$ cat src/rtl/dpd_delay_est.sv
`default_nettype none
// ============================================================================
// dpd_delay_est : sign-correlation loop-delay estimator for the DPD feedback path
// Rev 1.0
// ============================================================================
module dpd_delay_est #(
   parameter  int W       = 20,
   parameter  int MAX_LAG = 1024,
   parameter  int WIN     = 4096,
   parameter  int THRESH  = 6144,
   localparam int LW      = $clog2(MAX_LAG),
   localparam int SW      = $clog2(2*WIN+1)
) (
   input  logic          clk,
   input  logic          reset,
   input  logic          start,
   input  logic [W-1:0]  sig_ref_i,
   input  logic [W-1:0]  sig_ref_q,
   input  logic [W-1:0]  sig_fb_i,
   input  logic [W-1:0]  sig_fb_q,
   output logic          busy,
   output logic          done,
   output logic [LW-1:0] delay,
   output logic [SW-1:0] score,
   output logic          found
);

   localparam int            CW          = $clog2((MAX_LAG > WIN) ? MAX_LAG : WIN);
   localparam logic [CW-1:0] C_FILL_LAST = CW'(MAX_LAG-1);
   localparam logic [CW-1:0] C_ACC_LAST  = CW'(WIN-1);
   localparam logic [LW-1:0] C_LAG_LAST  = LW'(MAX_LAG-1);

   typedef enum logic [2:0] {
      S_IDLE = 3'd0,
      S_FILL = 3'd1,
      S_ACC  = 3'd2,
      S_EVAL = 3'd3,
      S_DONE = 3'd4
   } state_t;

   state_t                  r_state;
   state_t                  w_state_nxt;

   logic [1:0]              r_s_ref;
   logic [1:0]              r_s_fb;
   logic [2*MAX_LAG-3:0]    r_line;
   logic [2*MAX_LAG-1:0]    w_line;
   logic [1:0]              w_sel;
   logic [1:0]              w_inc;

   logic [CW-1:0]           r_cnt;
   logic [LW-1:0]           r_lag;
   logic [SW-1:0]           r_acc;
   logic [LW-1:0]           r_best_lag;
   logic [SW-1:0]           r_best_score;

   logic                    w_better;
   logic [LW-1:0]           w_fin_lag;
   logic [SW-1:0]           w_fin_score;
   logic                    w_unused_lsbs;

   // Only the sign bits take part in the correlation.
   assign w_unused_lsbs = ^{sig_ref_i[W-2:0], sig_ref_q[W-2:0],
                            sig_fb_i[W-2:0],  sig_fb_q[W-2:0]};

   // Tap 0 is the input register itself; taps 1..MAX_LAG-1 are the shift line.
   assign w_line = {r_line, r_s_ref};
   assign w_sel  = w_line[{r_lag, 1'b0} +: 2];
   assign w_inc  = {1'b0, (r_s_fb[1] == w_sel[1])} + {1'b0, (r_s_fb[0] == w_sel[0])};

   // Strict compare keeps the smallest lag on ties.
   assign w_better    = (r_acc > r_best_score);
   assign w_fin_lag   = w_better ? r_lag : r_best_lag;
   assign w_fin_score = w_better ? r_acc : r_best_score;

   always_ff @(posedge clk) begin
      if (reset) begin
         r_state <= S_IDLE;
      end else begin
         r_state <= w_state_nxt;
      end
   end

   always_comb begin
      w_state_nxt = r_state;
      case (r_state)
         S_IDLE: if (start)                 w_state_nxt = S_FILL;
         S_FILL: if (r_cnt == C_FILL_LAST)  w_state_nxt = S_ACC;
         S_ACC:  if (r_cnt == C_ACC_LAST)   w_state_nxt = S_EVAL;
         S_EVAL: w_state_nxt = (r_lag == C_LAG_LAST) ? S_DONE : S_ACC;
         S_DONE: w_state_nxt = S_IDLE;
         default: w_state_nxt = S_IDLE;
      endcase
   end

   always_ff @(posedge clk) begin
      if (reset) begin
         r_s_ref      <= '0;
         r_s_fb       <= '0;
         r_line       <= '0;
         r_cnt        <= '0;
         r_lag        <= '0;
         r_acc        <= '0;
         r_best_lag   <= '0;
         r_best_score <= '0;
         busy         <= 1'b0;
         done         <= 1'b0;
         delay        <= '0;
         score        <= '0;
         found        <= 1'b0;
      end else begin
         r_s_ref <= {sig_ref_i[W-1], sig_ref_q[W-1]};
         r_s_fb  <= {sig_fb_i[W-1],  sig_fb_q[W-1]};
         r_line  <= w_line[2*MAX_LAG-3:0];
         busy    <= (w_state_nxt != S_IDLE);
         done    <= (w_state_nxt == S_DONE);

         case (r_state)
            S_IDLE: begin
               if (start) begin
                  r_cnt        <= '0;
                  r_lag        <= '0;
                  r_best_lag   <= '0;
                  r_best_score <= '0;
               end
            end
            S_FILL: begin
               if (r_cnt == C_FILL_LAST) begin
                  r_cnt <= '0;
                  r_acc <= '0;
               end else begin
                  r_cnt <= r_cnt + CW'(1);
               end
            end
            S_ACC: begin
               r_acc <= r_acc + SW'(w_inc);
               r_cnt <= (r_cnt == C_ACC_LAST) ? '0 : r_cnt + CW'(1);
            end
            S_EVAL: begin
               if (w_better) begin
                  r_best_score <= r_acc;
                  r_best_lag   <= r_lag;
               end
               // Results are loaded on entry to DONE so they appear together with done.
               if (r_lag == C_LAG_LAST) begin
                  delay <= w_fin_lag;
                  score <= w_fin_score;
                  found <= (int'(w_fin_score) >= THRESH);
               end else begin
                  r_lag <= r_lag + LW'(1);
                  r_acc <= '0;
               end
            end
            default: begin
            end
         endcase
      end
   end

endmodule
`default_nettype wire

$ cat config.mk
export PLATFORM = sky130hd
export DESIGN_NAME = dpd_delay_est
export DESIGN_NICKNAME = d
export VERILOG_FILES = /design/src/rtl/dpd_delay_est.sv
export SDC_FILE = /design/constraint.sdc
export NUM_CORES = 2
export LEC_CHECK = 0
export CORE_MARGIN = 1
export CORE_UTILIZATION = 34
export CTS_BUF_LIST = sky130_fd_sc_hd__clkbuf_4
export CTS_CLUSTER_DIAMETER = 120
export DETAILED_ROUTE_END_ITERATION = 12
export PLACE_DENSITY_LB_ADDON = 0.25
export SETUP_SLACK_MARGIN = 0.2
export SLEW_MARGIN = 20
export SYNTH_ARGS = -nofsm -noshare
export SYNTH_HDL_FRONTEND = slang
export SYNTH_SLANG_ARGS = --single-unit
$ cat constraint.sdc
create_clock -name clk -period 5.4 [get_ports clk]
set_input_delay 1.08 -clock clk [delete_from_list [all_inputs] [get_ports clk]]
set_output_delay 1.08 -clock clk [all_outputs]
set_load 0.1 [all_outputs]
==> impl_metrics.toml <==
[logic_synthesis]
netlist-cell-type-count = 75
postSynthCellCount = 6246
synthArstFlopShare_pct = 0
synth.top_cell.area_share_pct = 56.4
post_synth_edffs = 0
synthesis.area_per_instance_um2 = 12.2
synth.top_cells.by_area = "dfxtp_1, nor2b_1, mux4_2"
yosysWarningCount = 0
post-synth-top-area-cell = "dfxtp_1"
synth.net_count = 6347
area_of_the_mapped_netlist_um2 = 75900
postSynthRegisterBits = 2140
synth_seq_area_share_pct = 56.4
postSynth.topFlopCell = "dfxtp_1"

[global_routing]
first_pass_grt_wire_length_um = 285000
largest_net_degree_at_the_start_of_global_routing = 236
grt_use_total_pct = 16.3
global_route_congestion_overflow_total = 0
vias_in_the_first_global_route = 48790
grt_antenna_before_repair = 9

[final_layout]
post-route-util_pct = 39.2
instances_no_fill = 9972
final_nets = 6751
share_of_layout_cells_above_drive_strength_1_pct = 23.1
areaGrowthSynthToFinish_pct = 14.7

[power_and_ir_drop]
total_power_mw = 29.9
power.leakage_nw = 32.0
ir_drop_uv = 238
power_density_nw_per_um2 = 343

[floorplan]
dieHeight_um = 474
placement_rows = 173
floorplan.initialDensity_pct = 34.2
area_of_the_die_um2 = 225000
boundaryPins = 110
coreArea_um2 = 222000
chipWidth_um = 474

[drt]
first_iter_violations = 2803
drt-pass1-iter-count = 5
post_drt_via_cell_ratio = 4.71
finalWirelength_um = 184000
remaining_drc_errors = 0
wl_per_instance_um = 18.5
via_count = 46933
detail-route-antenna-nets = 0

[clock_network]
cts_tree = "yes"
cts_root_buf = "clkbuf_4"
tritoncts.num_buffers = 576
worst_skew_late_latency_ns = 1.33
number_of_levels_in_the_clock_h_tree = 6
ctsLongestPathBuffers = 4
cts_num_sinks = 2140
clk_pin_slew_ns = 0.07

[place]
placed_cells = 9038
portBuffers = 33
half_perimeter_wire_length_after_detailed_placement_um = 112000
gp_routability_congestion = 0.784

[timing]
clock_skew_ns = 0.0871
worst_pin_slew_ns = 1.21
worst_hold_slack_ns = 0.283
grt_setup_unrepaired = "no"
max_freq_mhz = 199
timing.final.crit_share_pct = 92.9
finalMaxSlewViolations = 0
slew-limit-headroom_pct = 19.1
setup_viol = 0
timing.final.hold_violations = 0
post-route-min-period_ns = 5.02

[hold_path]
hold_path.class = "in -> reg"

[worst_setup_path]
worst-setup-path-type = "reg -> reg"
critical_path.max_fanout = 5
arrival_ns = 6.21
critical_path.startpoint_type = "flip-flop"
worstSetupEndpointType = "flip-flop"
worst_ep_required_time_ns = 6.60

[run]
maxCapViolCount = 0

[status]
run_status = "finished, final reports clean"
## report_power, final
part           leakage (nW)  total [mW]  internal, mW  switching, mW
combinational          10.6       0.309        0.0391          0.270
sequential             17.2        15.8          15.8        0.00456
clock                  4.12        13.8          7.38           6.40
## state kept, by name (all words and copies together) (netlist names)
name          flops
r_line         2046
r_acc            14
r_best_score     14
score            14
r_cnt            12
delay            10
r_best_lag       10
r_lag            10
r_state           3
r_s_fb            2
r_s_ref           2
busy              1
done              1
found             1
## stage by stage
stage	setup TNS, ns	setup WS (ns)	area, um2
5_1_grt	0	0.207	87100
2_1_floorplan	0	1.37	75900
3_3_place_gp	-0.265	-0.110	80100
3_5_place_dp	-0.210	-0.0776	80100
6_report	0	0.385	87100
4_1_cts	0	0.248	87000
## cells by family (layout without fill, tap and decap cells)
logic type / after synthesis / count (layout) / share of synthesized area (%)
flops: 2140 / 2140 / 56.4
other cells: 0 / 2 / 0
buf+inv: 484 / 1233 / 3.20
fa+ha+maj: 18 / 18 / 0.307
mux: 673 / 673 / 16.0
compound gates: 465 / 465 / 4.36
xor+xnor: 31 / 31 / 0.358
simple gates: 2435 / 2435 / 19.4
## cell type report
cell class / count / area (um2)
fillers: 21494 / 135000
clock buffers: 834 / 6260
clock inverters: 89 / 554
repair buffers: 280 / 2840
flip-flops and latches: 2140 / 42900
diodes: 2 / 5.00
inverters: 30 / 113
well taps: 2975 / 3720
multi-input cells: 3622 / 30700
## cell usage in the layout, fill, tap and decap left out, types with 7 or more instances in the layout
cell type        count
a22oi_1             72
a211oi_1            35
nor2_1             116
nand2b_1             7
dfxtp_1           2134
a21o_1               7
a2111oi_0            9
clkbuf_4           834
o21ai_0             41
inv_2               13
a221oi_1            40
a22o_1              35
a211o_1              8
nor3_1              35
ha_1                17
inv_1               27
nor4_1              13
buf_4              197
nand4_1             17
o22ai_1             46
nand2_1             75
nand3_1             47
bufinv_16            8
mux4_2             417
mux2i_1            195
clkdlybuf4s50_1     32
or3_1                7
o211ai_1             7
mux2_2              55
nor2b_1           2056
and2_1               9
a32oi_1              9
xor2_1              21
a31oi_1             15
o21ai_1              8
xnor2_1              9
buf_12              48
clkinv_1            65
o221ai_1            24
a21oi_1             78
## cells in the mapped netlist, types with 7 or more instances
| master | count |
|---|---|
| dfxtp_1 | 2140 |
| nor2b_1 | 2060 |
| mux4_2 | 417 |
| clkbuf_1 | 297 |
| mux2i_1 | 195 |
| nor2_1 | 119 |
| a21oi_1 | 78 |
| nand2_1 | 75 |
| a22oi_1 | 72 |
| buf_2 | 70 |
| mux2_2 | 55 |
| nand3_1 | 47 |
| o22ai_1 | 46 |
| buf_6 | 43 |
| o21ai_0 | 41 |
| a221oi_1 | 40 |
| nor3_1 | 38 |
| a211oi_1 | 35 |
| a22o_1 | 35 |
| inv_1 | 29 |
| o221ai_1 | 24 |
| xor2_1 | 22 |
| buf_4 | 19 |
| ha_1 | 17 |
| nand4_1 | 17 |
| a31oi_1 | 15 |
| buf_1 | 13 |
| nor4_1 | 13 |
| and2_1 | 10 |
| a2111oi_0 | 9 |
| a32oi_1 | 9 |
| xnor2_1 | 9 |
| a211o_1 | 8 |
| o21ai_1 | 8 |
| a21o_1 | 7 |
| nand2b_1 | 7 |
| o211ai_1 | 7 |
| or3_1 | 7 |
## critical path, stage by stage (launching register included)
cell      delay, ns
dfxtp_4        0.37
buf_4          0.22
buf_4          0.21
buf_4          0.16
mux4_2         0.49
a22o_1         0.20
a221oi_2       0.19
o22ai_1        0.15
nor3_1         0.26
buf_4          0.20
nor3_2         0.11
or4_1          0.64
a32oi_1        0.24
buf_4          0.16
xnor2_1        0.08
fa_1           0.37
inv_1          0.08
ha_1           0.16
and3_2         0.25
nand3_1        0.11
xor2_1         0.16
nor2_1         0.05
## routing by layer
metal  vias up  track usage, %  wire length [um]
met5         -               0                 0
met4         0            5.97              4080
met3       264            3.51              8290
met2      1002            25.3             83900
met1     23226            22.1             87800
li1      22441               -                 -
## final timing paths
kind	startpoint	endpoint	slack, ns	cells past startpoint
max reg2reg	r_lag[0]$_SDFFE_PP0P_	r_acc[12]$_SDFFE_PP0P_	0.38	21
min	reset	r_line[1843]$_SDFF_PP0_	0.28	2
min reg2reg	r_line[836]$_SDFF_PP0_	r_line[838]$_SDFF_PP0_	0.41	1
max	r_lag[0]$_SDFFE_PP0P_	r_acc[12]$_SDFFE_PP0P_	0.38	21
## repair_timing
item / 4_1_cts / 5_1_grt
endpoints found under the setup margin: 11 / 12
setup buffers: 1 / 8
pin swaps: 0 / 0
hold buffers: 0 / 0
resized for setup: 1 / 2
(Power assumes the default switching activity.)
